File: src/rtl/sipo_frame_rx_pkg.sv
// Shared types and constants for the framed serial receiver.
package sipo_rx_pkg;

    typedef enum logic [1:0] {
        IDLE = 2'd0,
        DATA = 2'd1,
        PAR  = 2'd2,
        STOP = 2'd3
    } rx_state_t;

    localparam int DATA_W_DEFAULT = 8;
    localparam int CNT_W_DEFAULT  = $clog2(DATA_W_DEFAULT);

    localparam bit PAR_SENSE_EVEN = 1'b0;
    localparam bit PAR_SENSE_ODD  = 1'b1;

    function automatic int cnt_width(input int data_w);
        return $clog2(data_w);
    endfunction

endpackage

File: src/rtl/sipo_frame_rx_if.sv
// Word output handshake: dout is held stable while dout_valid=1; a word moves
// on any rising edge where dout_valid=1 and dout_ready=1.
interface sipo_frame_rx_if #(parameter int DATA_W = 8);
    logic [DATA_W-1:0] dout;
    logic              dout_valid;
    logic              dout_ready;

    modport master (output dout, output dout_valid, input dout_ready);
    modport slave  (input dout, input dout_valid, output dout_ready);
endinterface

File: src/rtl/sipo_frame_rx.sv
// Serial frame receiver: start(0), DATA_W bits LSB first, optional parity, stop(1).
// Parity bit and par_err are built only when SIPO_PARITY_EN is defined.
module sipo_frame_rx
    import sipo_rx_pkg::*;
#(
    parameter int DATA_W     = 8,
    parameter bit PARITY_ODD = PAR_SENSE_EVEN
) (
    input  logic                  clk,
    input  logic                  rst,
    input  logic                  sin,
    sipo_frame_rx_if.master       dbus,
    output logic                  busy,
    output logic                  frame_err,
    output logic                  par_err,
    output logic                  overrun,
    output rx_state_t             state_dbg
);

    localparam int                CNT_W    = cnt_width(DATA_W);
    localparam logic [CNT_W-1:0]  LAST_BIT = CNT_W'(DATA_W - 1);

    rx_state_t          state, state_n;
    logic [CNT_W-1:0]   cnt;
    logic [DATA_W-1:0]  shreg;
    logic               par_bad;
    logic               stop_edge;
    logic               frame_good;

    always_ff @(posedge clk or posedge rst) begin
        if (rst) state <= IDLE;
        else     state <= state_n;
    end

    always_comb begin
        state_n = state;
        case (state)
            IDLE: if (!sin) state_n = DATA;
`ifdef SIPO_PARITY_EN
            DATA: if (cnt == LAST_BIT) state_n = PAR;
            PAR:  state_n = STOP;
`else
            DATA: if (cnt == LAST_BIT) state_n = STOP;
`endif
            STOP: state_n = IDLE;
            default: state_n = IDLE;
        endcase
    end

    assign stop_edge  = (state == STOP);
    assign frame_good = stop_edge && sin && !par_bad;
    assign busy       = (state != IDLE);
    assign state_dbg  = state;

    // A completed word is never held back: it either replaces an accepted
    // word, fills an empty slot, or is dropped with an overrun pulse.
    always_ff @(posedge clk or posedge rst) begin
        if (rst) begin
            cnt             <= '0;
            shreg           <= '0;
            dbus.dout       <= '0;
            dbus.dout_valid <= 1'b0;
            frame_err       <= 1'b0;
            overrun         <= 1'b0;
        end else begin
            frame_err <= stop_edge && !sin;
            overrun   <= 1'b0;
            if (state == IDLE) cnt <= '0;
            if (state == DATA) begin
                shreg <= {sin, shreg[DATA_W-1:1]};
                cnt   <= cnt + 1'b1;
            end
            if (frame_good) begin
                if (!dbus.dout_valid || dbus.dout_ready) begin
                    dbus.dout       <= shreg;
                    dbus.dout_valid <= 1'b1;
                end else begin
                    overrun <= 1'b1;
                end
            end else if (dbus.dout_valid && dbus.dout_ready) begin
                dbus.dout_valid <= 1'b0;
            end
        end
    end

`ifdef SIPO_PARITY_EN
    // par_bad is latched at the parity edge and consumed at the stop edge.
    always_ff @(posedge clk or posedge rst) begin
        if (rst) begin
            par_bad <= 1'b0;
            par_err <= 1'b0;
        end else begin
            par_err <= stop_edge && par_bad;
            if (state == PAR)       par_bad <= (sin != ((^shreg) ^ PARITY_ODD));
            else if (state == IDLE) par_bad <= 1'b0;
        end
    end
`else
    assign par_bad = 1'b0;
    assign par_err = 1'b0;
`endif

endmodule
File: src/flat_wrapper.sv
// flat-port wrapper written by rule: the top's interface ports become plain ports
module sipo_frame_rx_flat import sipo_rx_pkg::*;
#(
    parameter int DATA_W     = 8,
    parameter bit PARITY_ODD = PAR_SENSE_EVEN
)
  (clk, rst, sin, busy, frame_err, par_err, overrun, state_dbg, dbus_dout, dbus_dout_valid, dbus_dout_ready);
  sipo_frame_rx_if #(.DATA_W(DATA_W)) dbus_i ();
  input  logic clk;
  input  logic rst;
  input  logic sin;
  output logic busy;
  output logic frame_err;
  output logic par_err;
  output logic overrun;
  output rx_state_t state_dbg;
  output wire logic [$bits(dbus_i.dout)-1:0] dbus_dout;
  output wire logic [$bits(dbus_i.dout_valid)-1:0] dbus_dout_valid;
  input wire logic [$bits(dbus_i.dout_ready)-1:0] dbus_dout_ready;
  assign dbus_dout = dbus_i.dout;
  assign dbus_dout_valid = dbus_i.dout_valid;
  assign dbus_i.dout_ready = dbus_dout_ready;
  sipo_frame_rx #(.DATA_W(DATA_W), .PARITY_ODD(PARITY_ODD)) u_core (.clk(clk), .rst(rst), .sin(sin), .dbus(dbus_i), .busy(busy), .frame_err(frame_err), .par_err(par_err), .overrun(overrun), .state_dbg(state_dbg));
endmodule
File: config.mk
export PLATFORM = sky130hd
export DESIGN_NAME = sipo_frame_rx_flat
export DESIGN_NICKNAME = d
export VERILOG_FILES = /design/src/rtl/sipo_frame_rx_pkg.sv /design/src/rtl/sipo_frame_rx_if.sv /design/src/rtl/sipo_frame_rx.sv /design/src/flat_wrapper.sv
export SDC_FILE = /design/constraint.sdc
export NUM_CORES = 1
export LEC_CHECK = 0
export ABC_AREA = 1
export CAP_MARGIN = 0
export CORE_MARGIN = 10
export CORE_UTILIZATION = 47
export DETAILED_ROUTE_END_ITERATION = 12
export DONT_BUFFER_PORTS = 1
export PLACE_DENSITY = 0.65
export SYNTH_ARGS = -nofsm -noshare
export SYNTH_HDL_FRONTEND = slang
export SYNTH_SLANG_ARGS = --single-unit
File: constraint.sdc
create_clock -name clk -period 1.8 [get_ports clk]
set_input_delay 0.36 -clock clk [delete_from_list [all_inputs] [get_ports clk]]
set_output_delay 0.36 -clock clk [all_outputs]
set_load 0.02 [all_outputs]
==> reports/summary.txt <==
Run status: finished, final reports clean
Reg clk slew, reported paths: 130 ps
Setup crit end kind: primary output
Initial antenna violation count: 0
Die Wd: 65.8 um
Endpoints failing setup: 0
Vias in the first global route: 695
Peak Freq: 0.645 GHz
Mapped Area: 987 sq um
VDD IR max: 0.855 mV
Top Ports: 19
Flop pwr share: 53.8%
DP Area: 1010 sq um
CP Cell Sequence: inv_1 > nand2_1
Worst path slowest cell: dfrtp_1
Switching power: 0.000810 W
Die area: 4330 sq um
Drt drc: 0
CTS Root Cell: clkbuf_4
Starting Density: 49.8%
#FFs+latches synth: 24
Worst Path Required: 1440 ps
Top Metal Used: met4
Cells after Synth: 104
Static Leak: 0.585 nW
Total clock sinks: 24
Netlist cell types: 15
TritonCTS clock tree: built
Routed wl met2: 789 um
Mean Syn Cell Area: 9.49 sq um
Worst Path Class, Setup: reg -> out
Vias: 666
H-tree depth: 1
Grt ovf: 0
ANT cells: 0
Final ANT Viol Nets: 0
Max Cap Viol: 0
CP Launch Type: flip-flop
Pin count of the biggest net entering global routing: 25
Gr usage total: 9.28%
Cell area after layout: 1080 sq um
Yosys warning count: 0
Fraction of layout cells with a size suffix above 1: 10.3%
Worst-Skew Late Latency: 310 ps
Buffer depth of the longest clock path: 2
Port bufs: 0
CTS buffer count: 3
Hold Crit Class: in -> reg
Non-Filler Instances: 134
First-pass GRT wire length: 3150 um
Sw frac: 40.3%
RSZ-0062 raised after global routing: false
Met1 Wirelength: 729 um
Sequential fraction of the synthesis area: 60.8%
Fin crit period: 1550 ps
Post-route setup slack: 249 ps
Most frequent cells in the layout: 40 x nand2_1, 24 x dfrtp_1, 17 x nand3_1
Met3 wire len: 162 um
Power density cells: 1870 nW/um^2
Drt pass-1 iters: 4
Routed len/inst: 12.8 um
DPL Wire Length: 1290 um
Clock Skews: 1.52 ps
Core Area: 1980 sq um
Die H: 65.8 um
Largest fanout on the critical path: 10
Final hold viol count: 0
GP Congestion: 0.661
Slew Limit Fails: 0
DRT Wirelength: 1720 um
Tcrit/Tclk final: 86.2%
Arrival @ worst endpoint: 1190 ps
WHS: 90.4 ps
Vias per cell: 4.97
Most common cell after layout, fill and taps aside: nand2_1
Postcts setup bufs: 0
Setup_tns: 0 ps
Reg2reg setup slack: 590 ps
Post-place setup slack: 593 ps
Nets: 114
Synthesis-to-finish area growth: 9.00%
Drt initial violations: 17
Max stage delay on crit path: 590 ps
Syn Nets: 110
Combinational Power Share: 26.9%
Clock power frac: 19.3%
Rows: 16
Placed Cells: 129
Internal power: 0.00120 W
stage by stage:
stage,power (W),util (%)
finish,0.00201,54.3
global route,0.00218,54.3
CTS,0.00204,54.3
detailed placement,0.00166,51.1
global placement,0.00163,51.1
floorplan,0.00152,-
power groups by stage:
stage	registers, W	logic (W)	clock network (W)
floorplan	0.00105	0.000464	0
global placement	0.00110	0.000527	0
detailed placement	0.00110	0.000553	0
CTS	0.00109	0.000556	0.000397
global route	0.00113	0.000637	0.000417
finish	0.00108	0.000541	0.000387
critical path, delay by kind of cell (launching register included):
kind / cells / cell delay (ps)
buffers and inverters: 1 / 100
DFF: 1 / 590
and+or+nand+nor: 1 / 190
layout make-up:
class | count | area (sq um)
Fill cell | 185 | 906
Sequential cell | 24 | 601
Multi-Input combinational cell | 69 | 334
Tap cell | 27 | 33.8
Timing Repair Buffer | 4 | 32.5
Clock inverter | 1 | 30.0
Clock buffer | 3 | 22.5
Inverter | 6 | 22.5
what timing repair did:
| item | CTS | global route |
|---|---|---|
| hold endpoints to repair | 24 | 0 |
| hold buffers | 1 | 0 |
| resized for setup | 0 | 0 |
metal layers:
metal	vias up	GRT usage, %
met3	4	3.90
met1	313	9.55
li1	334	-
met5	-	0
met4	0	6.42
met2	15	15.0
cells by family after synthesis:
group                    Yosys count  share of synthesized area (%)
flip-flops                        24                           60.8
other                              1                          0.380
buffers and inverters             11                           5.32
adder cells (fa/ha/maj)            2                           2.53
AO/OA/AOI/OAI                      3                           1.52
AND/OR/NAND/NOR                   63                           29.4
cell usage after synthesis:
cell / count / area [sq um]
a21oi_1: 1 / 5.00
o21ai_1: 2 / 10.0
nand3_1: 17 / 85.1
nor3_1: 1 / 5.00
nor2_8: 1 / 20.0
nand2_4: 2 / 22.5
nand2_1: 40 / 150
ha_1: 2 / 25.0
buf_2: 3 / 15.0
inv_1: 5 / 18.8
dfrtp_1: 24 / 601
nor2_1: 2 / 7.51
buf_4: 2 / 15.0
inv_2: 1 / 3.75
conb_1: 1 / 3.75
worst paths after layout:
path                                            startpoint                         endpoint  depth (start not counted)
max in group asynchronous                              rst      u_core.shreg[1]$_DFFE_PP0N_                          3
min in group asynchronous                              rst         u_core.overrun$_DFF_PP0_                          3
min reg2reg                    u_core.shreg[0]$_DFFE_PP0N_      u_core.shreg[0]$_DFFE_PP0N_                          2
max reg2reg                u_core.state_dbg[0]$_DFFE_PP0P_  u_core.dbus.dout[4]$_DFFE_PP0P_                          5
max                        u_core.state_dbg[0]$_DFFE_PP0P_                             busy                          2
min                                                    sin       u_core.frame_err$_DFF_PP0_                          1
sequential cells by signal (all words and copies together) (netlist names):
name / flops
u_core.cnt: 3
u_core.dbus.dout: 8
u_core.dbus.dout_valid: 1
u_core.frame_err: 1
u_core.overrun: 1
u_core.shreg: 8
u_core.state_dbg: 2
No activity file was read; power rests on OpenSTA's default activity.
